===== src/rtl/wave_synth_pkg.sv =====
// Shared definitions for the wave_synth DDS block: waveform codes and the
// quarter-wave sine magnitude table (used only when WAVE_SYNTH_SINE_LUT_EN is defined).
package wave_synth_pkg;

    typedef enum logic [1:0] {
        WaveSquare = 2'b00,
        WaveSaw    = 2'b01,
        WaveTri    = 2'b10,
        WaveSine   = 2'b11
    } wave_e;

    localparam int unsigned SineLutDepth = 64;

    // round(127 * sin((i + 0.5) * pi / 128)); the half-step offset makes the
    // mirrored quadrants exactly symmetric.
    localparam logic [6:0] SineQuarter [SineLutDepth] = '{
        7'd2,   7'd5,   7'd8,   7'd11,  7'd14,  7'd17,  7'd20,  7'd23,
        7'd26,  7'd29,  7'd32,  7'd35,  7'd38,  7'd41,  7'd44,  7'd47,
        7'd50,  7'd53,  7'd56,  7'd58,  7'd61,  7'd64,  7'd67,  7'd69,
        7'd72,  7'd74,  7'd77,  7'd79,  7'd82,  7'd84,  7'd86,  7'd89,
        7'd91,  7'd93,  7'd95,  7'd97,  7'd99,  7'd101, 7'd103, 7'd105,
        7'd106, 7'd108, 7'd110, 7'd111, 7'd113, 7'd114, 7'd115, 7'd117,
        7'd118, 7'd119, 7'd120, 7'd121, 7'd122, 7'd123, 7'd124, 7'd124,
        7'd125, 7'd125, 7'd126, 7'd126, 7'd127, 7'd127, 7'd127, 7'd127
    };

endpackage


===== src/rtl/wave_sine_lut.sv =====
// Combinational quarter-wave sine lookup. phase_bits are the top 8 phase bits:
// [7:6] select the quadrant, [5:0] index the quarter table. Supports N up to 16
// by scaling the 7-bit table magnitude into N-1 bits.
module wave_sine_lut
    import wave_synth_pkg::*;
#(
    parameter int unsigned N = 8
) (
    input  logic [7:0]          phase_bits,
    output logic signed [N-1:0] sample
);

    logic [5:0]   addr;
    logic [6:0]   mag;
    logic [N-1:0] mag_n;

    // Mirror the index in the second and fourth quadrants.
    always_comb begin
        addr = phase_bits[6] ? ~phase_bits[5:0] : phase_bits[5:0];
        mag  = SineQuarter[addr];
    end

    if (N >= 8) begin : gen_scale_up
        assign mag_n = {{(N - 7){1'b0}}, mag} << (N - 8);
    end else begin : gen_scale_down
        assign mag_n = {1'b0, mag[6 -: (N - 1)]};
    end

    // Negative half-period in the third and fourth quadrants.
    assign sample = phase_bits[7] ? $signed(-mag_n) : $signed(mag_n);

endmodule


===== src/rtl/wave_synth.sv =====
// Phase-accumulator waveform synthesiser with phase-continuous, wrap-aligned
// reconfiguration. Optional sine output: define WAVE_SYNTH_SINE_LUT_EN.
module wave_synth
    import wave_synth_pkg::*;
#(
    parameter int unsigned N  = 8,
    parameter int unsigned PW = 32
) (
    input  logic                 clk,
    input  logic                 rst_n,
    input  logic                 en,
    input  logic                 cfg_valid,
    output logic                 cfg_ready,
    input  logic [PW-1:0]        cfg_fword,
    input  logic [1:0]           cfg_wave,
    input  logic [2:0]           cfg_shift,
    output logic signed [N-1:0]  sample_out,
    output logic                 sample_valid,
    output logic                 sync_out
);

    localparam logic signed [N-1:0] SqPos = {1'b0, {(N - 1){1'b1}}};
    localparam logic signed [N-1:0] SqNeg = {1'b1, {(N - 1){1'b0}}};

    logic [PW-1:0]        phase_q;
    logic [PW-1:0]        fword_act_q, fword_sh_q;
    wave_e                wave_act_q, wave_sh_q;
    logic [2:0]           shift_act_q, shift_sh_q;
    logic                 pending_q;
    logic signed [N-1:0]  sample_q;
    logic                 valid_q, sync_q;

    logic [PW-1:0]        phase_sum;
    logic                 carry, wrap, accept, apply;
    wave_e                wave_sel;
    logic [2:0]           shift_sel;
    logic [N-1:0]         tri_t;
    logic signed [N-1:0]  raw, shaped;
    logic                 unused_phase;

`ifdef WAVE_SYNTH_SINE_LUT_EN
    logic signed [N-1:0]  sine_val;

    wave_sine_lut #(
        .N (N)
    ) u_sine_lut (
        .phase_bits (phase_sum[PW-1 -: 8]),
        .sample     (sine_val)
    );
`endif

    // Next phase, config hand-off decisions and waveform shaping of the updated phase.
    always_comb begin
        {carry, phase_sum} = {1'b0, phase_q} + {1'b0, fword_act_q};
        wrap   = en & carry;
        accept = cfg_valid & ~pending_q;
        // Idle: hand over immediately; running: only on a wrap edge.
        apply  = pending_q & (~en | carry);
        // The wrap sample already belongs to the new configuration's first period.
        wave_sel  = apply ? wave_sh_q  : wave_act_q;
        shift_sel = apply ? shift_sh_q : shift_act_q;
        tri_t     = phase_sum[PW-2 -: N];
        raw       = '0;
        unique case (wave_sel)
            WaveSquare: raw = phase_sum[PW-1] ? SqNeg : SqPos;
            WaveSaw:    raw = {~phase_sum[PW-1], phase_sum[PW-2 -: (N - 1)]};
            WaveTri:    raw = phase_sum[PW-1] ? {tri_t[N-1], ~tri_t[N-2:0]}
                                              : {~tri_t[N-1], tri_t[N-2:0]};
`ifdef WAVE_SYNTH_SINE_LUT_EN
            WaveSine:   raw = sine_val;
`else
            WaveSine:   raw = '0;
`endif
            default:    raw = '0;
        endcase
        shaped = raw >>> shift_sel;
    end

    // Low phase bits only feed the carry chain.
    assign unused_phase = ^phase_sum;

    // Configuration shadow/active registers and the pending flag.
    always_ff @(posedge clk or negedge rst_n) begin
        if (!rst_n) begin
            fword_act_q <= '0;
            wave_act_q  <= WaveSquare;
            shift_act_q <= '0;
            fword_sh_q  <= '0;
            wave_sh_q   <= WaveSquare;
            shift_sh_q  <= '0;
            pending_q   <= 1'b0;
        end else if (accept) begin
            fword_sh_q  <= cfg_fword;
            wave_sh_q   <= wave_e'(cfg_wave);
            shift_sh_q  <= cfg_shift;
            pending_q   <= 1'b1;
        end else if (apply) begin
            fword_act_q <= fword_sh_q;
            wave_act_q  <= wave_sh_q;
            shift_act_q <= shift_sh_q;
            pending_q   <= 1'b0;
        end
    end

    // Phase accumulator and registered sample outputs.
    always_ff @(posedge clk or negedge rst_n) begin
        if (!rst_n) begin
            phase_q  <= '0;
            sample_q <= '0;
            valid_q  <= 1'b0;
            sync_q   <= 1'b0;
        end else begin
            valid_q <= en;
            sync_q  <= wrap;
            if (en) begin
                phase_q  <= phase_sum;
                sample_q <= shaped;
            end
        end
    end

    assign cfg_ready    = ~pending_q;
    assign sample_out   = sample_q;
    assign sample_valid = valid_q;
    assign sync_out     = sync_q;

endmodule

===== config.mk =====
export PLATFORM = sky130hd
export DESIGN_NAME = wave_synth
export DESIGN_NICKNAME = d
export VERILOG_FILES = /design/src/rtl/wave_synth_pkg.sv /design/src/rtl/wave_sine_lut.sv /design/src/rtl/wave_synth.sv
export SDC_FILE = /design/constraint.sdc
export NUM_CORES = 1
export LEC_CHECK = 0
export BUFFER_PORTS_ARGS = -buffer_cell sky130_fd_sc_hd__buf_2
export CORE_ASPECT_RATIO = 0.75
export CORE_MARGIN = 1.5
export CORE_UTILIZATION = 60
export DETAILED_ROUTE_END_ITERATION = 10
export PLACE_DENSITY = 0.85
export SYNTH_ARGS = -nofsm -noshare
export SYNTH_HDL_FRONTEND = slang
export SYNTH_HIERARCHICAL = 1
export SYNTH_SLANG_ARGS = --single-unit

===== constraint.sdc =====
create_clock -name clk -period 5.05 [get_ports clk]
set_clock_uncertainty 0.2 [all_clocks]
set_input_delay 0 -clock clk [delete_from_list [all_inputs] [get_ports clk]]
set_output_delay 0 -clock clk [all_outputs]
set_load 0.1 [all_outputs]

==> key figures, run 1 <==
Status
  – Outcome: complete, no violations

Clock network
  – CTS tree: yes
  – CTS Buf Count: 17
  – Later-pin clock latency in the skew report: 0.41 ns
  – Root Driver: clkbuf_16
  – Clock H-tree levels: 4
  – CTS clk-pin slew, worst paths: 0.06 ns
  – Setup Buffers After CTS: 0
  – Clk sinks: 117
  – Clock Path Buffers: 2

Synthesis
  – Synth Flop Type: dfrtp_1
  – Top post-synthesis cells by area: dfrtp_1 (42%), mux2_2 (16%), ha_1 (5.7%)
  – Synth Register Bits: 117
  – Mapped Cells: 656
  – Netlist cell types: 74
  – Number of synthesized flops with an enable pin: 0
  – Post-synth top area cell: dfrtp_1
  – Synth Warn #: 6
  – Part of the Yosys area used for sequential elements: 0.420
  – Post-synth ARST share: 1.00
  – Mapped cell area: 6970 µm²
  – Post-synth top area share: 0.420
  – Post-synth net total: 730
  – Synth Area per Inst: 10.6 µm²

Min path
  – Hold crit path type: in2async

Cells and area
  – Area growth, synth to finish: 19.5%
  – # fillers: 694
  – # diodes: 0
  – Area of the multi-input gates: 3830 µm²
  – FF+latch area: 2930 µm²
  – NumNets Final: 812
  – Layout cells sized above 1: 0.273

Place
  – Hpwl dp: 11100 µm
  – Port bufs: 51
  – RePlAce Congestion: 0.997

Critical path
  – Critical Path RT: 5.13 ns
  – CP endpoint kind: flip-flop
  – RR Endpoint: sample_out[1]
  – Critical R2R Launch: phase_q[0]
  – Critical path class: reg2reg
  – Slack of the worst reg-to-reg path: 0.50 ns
  – Worst path max stage delay: 0.46 ns
  – Worst reg2reg path depth: 16
  – CP max-delay cell: a21oi_1
  – Worst Path Max Fanout: 9
  – Crit path DAT: 4.63 ns
  – CP cell instances: ha_1 -> inv_1 -> fa_1 -> nand2b_1 -> a21o_1 -> a2111oi_4 -> o211a_1 -> o21ai_1 -> a21oi_1 -> nor2_2 -> inv_1 -> nor3_1 -> a21oi_1 -> nor2_1 -> o31ai_1 -> a31oi_1
  – Crit path launch type: flip-flop

STA
  – Transition time of the tightest slew-check pin: 1.10 ns
  – # setup viols final: 0
  – Minimum clock period: 4.55 ns
  – Setup TNS: 0 ns
  – Fin Hold WS: 0.0844 ns
  – Crit share post-route: 0.901
  – Final hold vios: 0
  – Max frequency: 220 MHz
  – Slew headroom: 0.263
  – Final Slew Violations: 0
  – RSZ-0062 raised after global routing: no

Global route
  – Global router's overall resource usage: 0.288
  – Vias in the first global route: 5492
  – Initial antenna violation count: 0
  – Overflow after GRT: 0
  – First-pass GRT wire length: 27300 µm
  – Largest net degree at the start of global routing: 77

Route
  – DRC: 0
  – WL/cell: 18.8 µm
  – Total wire length: 16800 µm
  – Pre-Repair DR Iteration Count: 7
  – Vias after detailed routing: 5598
  – Post-route ant nets: 0
  – DR iter-0 viols: 546
  – Vias per inst: 6.29

Floorplanning
  – Ports: 52
  – Core ar.: 11100 µm²
  – Row count: 33
  – Die X-Extent: 127 µm
  – Die Span Y: 96.4 µm
  – Die area: 12300 µm²
  – Starting density of the core: 0.628

Job
  – Max_cap viols: 0
## kinds of logic (layout without fill, tap and decap cells)
group	count (synthesis)	in the layout	share of synthesized area
flops	117	117	0.420
xor+xnor	31	31	0.0389
buf+inv	50	144	0.0319
fa+ha+maj	33	33	0.0603
mux	106	106	0.173
compound gates	171	171	0.169
simple gates	148	148	0.107
## synthesized netlist by cell type (10+ instances only)
cell type	count
nor3_1	10
buf_2	11
o211ai_1	11
clkbuf_1	19
nand3_1	15
inv_1	14
nor2_1	33
ha_1	32
nand4_1	11
and3_1	10
a21oi_1	47
nand2_1	38
dfrtp_1	117
a21o_1	17
mux2_2	98
o21ai_0	22
xnor2_1	24
## placed cells by master (no fill, tap or decap), types with 22 or more instances in the layout
master / synthesis / routed
a21oi_1: 47 / 47
buf_2: 11 / 50
dfrtp_1: 117 / 117
dlygate4sd3_1: 0 / 40
ha_1: 32 / 32
mux2_2: 98 / 98
nand2_1: 38 / 38
nor2_1: 33 / 33
o21ai_0: 22 / 22
xnor2_1: 24 / 24
## worst max-delay path: cells and delay by family, from the launching register on
family,cells,cell delay [ns]
AOI/OAI and AO/OA,8,2.35
adders and majority gates,2,0.58
buffers and inverters,2,0.30
DFF,1,0.35
and+or+nand+nor,4,0.64
## sequential cells by signal, indices dropped and copies added, names as in the netlist
register,count
shift_act_q,3
wave_sh_q,2
sample_out,8
pending_q,1
fword_act_q,32
fword_sh_q,32
wave_act_q,2
shift_sh_q,3
sync_out,1
sample_valid,1
phase_q,32
## per-layer routing
layer,vias to the layer above,track usage,share of wire
met5,-,0,0
met4,0,0.0900,0.016
met3,33,0.0611,0.063
met2,246,0.467,0.46
met1,2721,0.393,0.46
li1,2598,-,-
## cell type report
class                   instances  share of cell area
clock buffers                  21              0.0553
clock inverters                10              0.0213
inverters                      17             0.00796
multi-input cells             489               0.460
flip-flops and latches        117               0.351
well taps                     140              0.0210
repair buffers                 96              0.0835
## how the worst max path moves through the flow
stage / cells past startpoint / end / slack (ns) / startpoint
2_1_floorplan: 17 / sample_out[2] / 1.25 / phase_q[0]
3_3_place_gp: 16 / sample_out[1] / 0.76 / fword_act_q[0]
3_5_place_dp: 16 / sample_out[0] / 0.69 / phase_q[0]
4_1_cts: 16 / sample_out[1] / 0.62 / phase_q[0]
5_1_grt: 16 / sample_out[1] / 0.29 / phase_q[0]
6_report: 16 / sample_out[1] / 0.50 / phase_q[0]
## repair_timing
action	4_1_cts	5_1_grt
gates resized for setup	0	0
hold buffers	40	0
hold endpoints to repair	114	0
## metrics by stage
step | instance area, µm² | std cells | setup slack, ns | utilization
floorplan | 6970 | 656 | 1.25 | -
finish | 8330 | 890 | 0.499 | 0.750
global placement | 7290 | 819 | 0.765 | 0.657
global route | 8330 | 890 | 0.288 | 0.750
detailed placement | 7290 | 819 | 0.687 | 0.657
CTS | 8330 | 890 | 0.619 | 0.750
Power of run 1 is not shown: default switching activity piles up to over one toggle a cycle in this logic, so the estimate is an artifact.
==> run 2: changes to the inputs <==
--- a/config.mk
+++ b/config.mk
@@ -5,7 +5,7 @@
 export SDC_FILE = /design/constraint.sdc
 export NUM_CORES = 1
 export LEC_CHECK = 0
-export BUFFER_PORTS_ARGS = -buffer_cell sky130_fd_sc_hd__buf_2
+export BUFFER_PORTS_ARGS = -buffer_cell sky130_fd_sc_hd__buf_4
 export CORE_ASPECT_RATIO = 0.75
 export CORE_MARGIN = 1.5
 export CORE_UTILIZATION = 60
==> run 2 against run 1 <==
Against the previous run:
- design area grew 1.3%
- global-route usage grew 0.094 points
- routed wire length down 0.37%
- die area stayed put
- highest routed layer unchanged
==> key figures, run 2 (same netlist as run 1, synthesis figures left out) <==
Floorplanning
  – Starting density of the core: 0.628 (unchanged)
  – Die X-Extent: 127 µm (unchanged)
  – Core ar.: 11100 µm² (unchanged)
  – Die area: 12300 µm² (unchanged)
  – Ports: 52 (unchanged)
  – Row count: 33 (unchanged)
  – Die Span Y: 96.4 µm (unchanged)

Clock network
  – CTS tree: yes
  – CTS Buf Count: 17 (unchanged)
  – # resized after CTS: 0 (unchanged)
  – Root Driver: clkbuf_16
  – Clk sinks: 117 (unchanged)
  – Clock H-tree levels: 4 (unchanged)
  – Later-pin clock latency in the skew report: 0.41 ns (about the same)
  – CTS clk-pin slew, worst paths: 0.06 ns (about the same)
  – Clock Path Buffers: 2 (unchanged)

Critical path
  – Crit path launch type: flip-flop
  – Crit path DAT: 4.64 ns (about the same)
  – CP cell instances: ha_1 -> inv_1 -> fa_1 -> nand2b_1 -> a21o_1 -> a2111oi_4 -> o211a_1 -> o21ai_1 -> a21oi_1 -> nor2_2 -> inv_1 -> nor3_1 -> a21oi_1 -> nor2_1 -> o31ai_1 -> a31oi_1
  – CP max-delay cell: a21oi_1
  – CP endpoint kind: flip-flop
  – Worst Path Max Fanout: 9 (unchanged)
  – Worst path max stage delay: 0.45 ns (about the same)
  – Critical Path RT: 5.13 ns (about the same)
  – Critical path class: reg2reg

STA
  – Final Slew Violations: 0 (unchanged)
  – Slew headroom: 0.235 (-0.0276)
  – Transition time of the tightest slew-check pin: 1.15 ns (+0.0413 ns)
  – Max frequency: 219 MHz (-0.20%)
  – RSZ-0062 raised after global routing: no
  – Setup TNS: 0 ns (unchanged)
  – Minimum clock period: 4.56 ns (+0.00895 ns)
  – Final hold vios: 0 (unchanged)
  – Crit share post-route: 0.903 (+0.00177)
  – Setup ws final: 0.490 ns (-0.00895 ns)
  – # setup viols final: 0 (unchanged)

Global route
  – Global router's overall resource usage: 0.289 (+0.000938)
  – Initial antenna violation count: 0 (unchanged)
  – Vias in the first global route: 5646 (+2.8%)
  – Overflow after GRT: 0 (unchanged)
  – First-pass GRT wire length: 27400 µm (+0.35%)
  – Largest net degree at the start of global routing: 72 (-6.5%)

Route
  – DR iter-0 viols: 580 (+6.2%)
  – DRC: 0 (unchanged)
  – Post-route ant nets: 0 (unchanged)
  – Pre-Repair DR Iteration Count: 6 (-1)
  – Vias per inst: 6.31 (+0.30%)
  – Total wire length: 16700 µm (-0.37%)
  – Vias after detailed routing: 5615 (+0.30%)
  – WL/cell: 18.8 µm (-0.37%)

Status
  – Outcome: complete, no violations

Place
  – Worst slack, placed: 0.592 ns (-0.0948 ns)
  – Port bufs: 51 (unchanged)
  – Hpwl dp: 11300 µm (+2.1%)
  – RePlAce Congestion: 0.953 (-4.4%)

Cells and area
  – Top Registers: fword_act_q: 32 flops, fword_sh_q: 32 flops, phase_q: 32 flops
  – Layout cells sized above 1: 0.273 (unchanged)
  – Most frequent cells in the layout: dfrtp_1 (117), mux2_2 (98), buf_4 (55), a21oi_1 (47), dlygate4sd3_1 (40)
  – Area growth, synth to finish: 21.0%
  – # diodes: 0 (unchanged)
  – NumNets Final: 811 (-0.12%)
  – Commonest non-fill, non-tap cell in the layout: dfrtp_1

Job
  – Max_cap viols: 0 (unchanged)

Min path
  – Hold crit path type: in2async
-- run 2: cell count changes in the layout (fill, tap and decap cells not counted) --
cell | previous run | this run
buf_4 | 6 | 55
clkinv_4 | 0 | 3
clkinv_2 | 4 | 2
buf_2 | 50 | 0
clkinvlp_4 | 1 | 3
bufinv_16 | 5 | 4
clkbuf_8 | 2 | 1
-- run 2: per-layer routing --
metal	wire, µm	GRT usage	vias to the layer above
li1	-	-	2579
met5	0	0	-
met1	7510	0.386	2708
met2	7560	0.473	279
met4	344	0.0928	0
met3	1280	0.0678	49
-- run 2: path summary, 6_finish.rpt --
path / start / to / slack, ns / cells past startpoint
min in group clk: cfg_fword[8] / fword_sh_q[8] / 0.16 / 3
hold reg to reg: fword_sh_q[30] / fword_act_q[30] / 0.30 / 1
setup reg to reg: fword_act_q[0] / sample_out[1] / 0.49 / 16
setup / recovery: fword_act_q[0] / sample_out[1] / 0.49 / 16
hold / removal: rst_n / fword_sh_q[6] / 0.07 / 2
max in group asynchronous: rst_n / fword_act_q[23] / 3.47 / 3
-- run 2: what timing repair did --
item / in CTS / in global routing
setup buffers: 0 / 0
hold endpoints to repair: 116 / 0
hold buffers: 40 / 0
-- run 2: critical path: cells and delay by family, from the launching register on --
family	cells	cell delay [ns]
adder cells (fa/ha/maj)	2	0.58
AND/OR/NAND/NOR	4	0.64
flip-flops	1	0.37
AO/OA/AOI/OAI	8	2.34
buffers and inverters	2	0.30
-- run 2: through the flow --
stage	std cells	hold WS [ns]	instance area (µm²)	util
final	890	0.0674	8440	0.760
after global routing	890	0.158	8440	0.760
after CTS	890	0.0978	8440	0.760
after detailed placement	818	-0.0196	7410	0.667
after global placement	818	-0.0361	7410	0.667
after floorplan	656	-0.496	6970	-
-- run 2: cell type report --
cell class	instances	area [µm²]
multi-input combinational	489	3830
sequential	117	2930
fill	737	2670
timing repair buffer	95	813
clock buffer	20	447
clock inverter	12	179
tap	140	175
inverter	17	66.3
Power of run 2 is left out for the same reason.
==> run 3: changes to the inputs <==
--- a/config.mk
+++ b/config.mk
@@ -6,7 +6,6 @@
 export NUM_CORES = 1
 export LEC_CHECK = 0
 export BUFFER_PORTS_ARGS = -buffer_cell sky130_fd_sc_hd__buf_4
-export CORE_ASPECT_RATIO = 0.75
 export CORE_MARGIN = 1.5
 export CORE_UTILIZATION = 60
 export DETAILED_ROUTE_END_ITERATION = 10
==> run 3 against run 2 <==
Against the previous run:
- the flow now finishes with violations (hold timing)
- register-to-register slack worse by 0.07 ns
- setup slack worse by 0.067 ns
- utilization decreased by 2.0 points
- design area is 0.36% lower
- first-iteration DRC count down 39%
- routed wire length shrank 0.91%
- die area about the same
- flip-flop and latch count did not move
- global-route usage fell by 0.12 points
- sequential share of layout area increased by 0.12 points
- critical path depth is the same
- non-clock buffer count unchanged
==> key figures, run 3 (same netlist as run 1, synthesis figures left out) <==
Critical path
  – Critical path class: reg2reg
  – Worst Path Max Fanout: 9 (unchanged)
  – Slack of the worst reg-to-reg path: 0.42 ns (-0.07 ns)
  – Crit path launch type: flip-flop
  – Crit path DAT: 4.72 ns (+0.08 ns)
  – CP endpoint kind: flip-flop
  – Critical Path RT: 5.15 ns (+0.02 ns)

Global route
  – Overflow after GRT: 0 (unchanged)
  – Largest net degree at the start of global routing: 61 (-15%)
  – Vias in the first global route: 5640 (-0.11%)
  – Global router's overall resource usage: 0.288 (-0.00116)
  – First-pass GRT wire length: 28000 µm (+2.2%)
  – Initial antenna violation count: 0 (unchanged)

Floorplanning
  – Die X-Extent: 111 µm (-13%)
  – Row count: 39 (+18%)
  – Starting density of the core: 0.613 (-0.0145)
  – Die Span Y: 111 µm (+15%)
  – Die area: 12300 µm² (about the same)
  – Core ar.: 11400 µm² (+2.4%)
  – Ports: 52 (unchanged)

Cells and area
  – # diodes: 0 (unchanged)
  – Most frequent cells in the layout: dfrtp_1 (117), mux2_2 (98), buf_4 (55), a21oi_1 (47), dlygate4sd3_1 (40)
  – Area of the multi-input gates: 3830 µm² (unchanged)
  – Commonest non-fill, non-tap cell in the layout: dfrtp_1
  – # fillers: 766 (+3.9%)
  – Area growth, synth to finish: 20.6%
  – FF+latch area: 2930 µm² (unchanged)
  – Layout cells sized above 1: 0.276 (+0.00267)
  – Top Registers: fword_act_q: 32 flops, fword_sh_q: 32 flops, phase_q: 32 flops
  – NumNets Final: 811 (unchanged)

STA
  – Slew headroom: 0.251 (+0.0162)
  – Minimum clock period: 4.63 ns (+0.0667 ns)
  – Fin Hold WS: -0.00192 ns (-0.0693 ns)
  – # setup viols final: 0 (unchanged)
  – RSZ-0062 raised after global routing: no
  – Setup TNS: 0 ns (unchanged)
  – Final hold vios: 1 (+1)
  – Max frequency: 216 MHz (-1.4%)
  – Transition time of the tightest slew-check pin: 1.12 ns (-0.0242 ns)
  – Crit share post-route: 0.916 (+0.0132)
  – Final Slew Violations: 0 (unchanged)

Clock network
  – CTS tree: yes
  – Clk sinks: 117 (unchanged)
  – Setup Buffers After CTS: 0 (unchanged)
  – Clock Path Buffers: 2 (unchanged)
  – Clock H-tree levels: 4 (unchanged)
  – CTS clk-pin slew, worst paths: 0.05 ns (about the same)
  – CTS Buf Count: 17 (unchanged)
  – Root Driver: clkbuf_16
  – Later-pin clock latency in the skew report: 0.43 ns (+0.02 ns)

Job
  – Max_cap viols: 0 (unchanged)

Min path
  – Hold crit path type: in2async

Route
  – Vias after detailed routing: 5495 (-2.1%)
  – DRC: 0 (unchanged)
  – Total wire length: 16500 µm (-0.91%)
  – Post-route ant nets: 0 (unchanged)
  – WL/cell: 18.5 µm (-1.2%)
  – Vias per inst: 6.15 (-2.5%)
  – Pre-Repair DR Iteration Count: 5 (-1)
  – DR iter-0 viols: 353 (-39%)

Place
  – Port bufs: 51 (unchanged)
  – RePlAce Congestion: 0.914 (-4.1%)
  – Hpwl dp: 11100 µm (-2.0%)

Status
  – Outcome: finished, violations left
  – Violated checks: hold timing
## run 3: cell types whose count changed in the layout (fill, tap and decap cells not counted)
cell / change
bufinv_16: -2
clkbuf_1: -2
clkinvlp_4: +1
clkinv_4: +1
inv_6: +2
## run 3: final timing paths
path / to / startpoint / cells past startpoint
worst max-delay path: sample_out[0] / phase_q[0] / 16
worst min-delay path: shift_sh_q[1] / rst_n / 2
worst max register to register: sample_out[0] / phase_q[0] / 16
worst min register to register: sample_out[5] / sample_out[5] / 2
max in group asynchronous: phase_q[19] / rst_n / 3
min in group clk: fword_sh_q[3] / cfg_fword[3] / 3
## run 3: cell type report
cell class,count,area share
Clock buffer,18,0.0522
Sequential cell,117,0.348
Clock inverter,14,0.0182
Timing Repair Buffer,95,0.0967
Tap cell,143,0.0213
Inverter,17,0.00789
Multi-Input combinational cell,489,0.455
## run 3: worst max-delay path: stages, from the launching register on
cell,delay [ns]
dfrtp_1,0.34
ha_1,0.19
inv_1,0.07
fa_1,0.41
nand2b_1,0.22
a21o_1,0.22
a2111oi_4,0.40
o211ai_1,0.22
a21boi_1,0.30
o2bb2ai_1,0.22
nor2_2,0.38
inv_1,0.26
and4_1,0.26
nor4_2,0.23
a21oi_2,0.12
a221oi_1,0.32
a21oi_1,0.12
## run 3: timing repair
action / CTS / global route
endpoints found under the hold margin: 119 / 0
hold buffers: 40 / 0
resized for setup: 0 / 0
## run 3: per-stage QoR
step	setup WS (ns)	util	instance area [µm²]	cells	hold WS, ns
4_1_cts	0.495	0.739	8410	893	0.0213
5_1_grt	0.172	0.739	8410	893	0.0546
3_5_place_dp	0.557	0.652	7410	821	-0.0701
3_3_place_gp	0.531	0.652	7410	821	-0.0979
6_report	0.424	0.739	8410	893	-0.00192
2_1_floorplan	1.25	-	6970	656	-0.496
## run 3: routing by layer
metal  share of wire  vias to the layer above  routed length [µm]  track usage
met2            0.51                      158                8500        0.498
li1                -                     2596                   -            -
met1            0.42                     2704                6970        0.350
met5               0                        -                   0            0
met3           0.042                       37                 697       0.0678
met4           0.023                        0                 374        0.110
Power of run 3 is left out for the same reason.
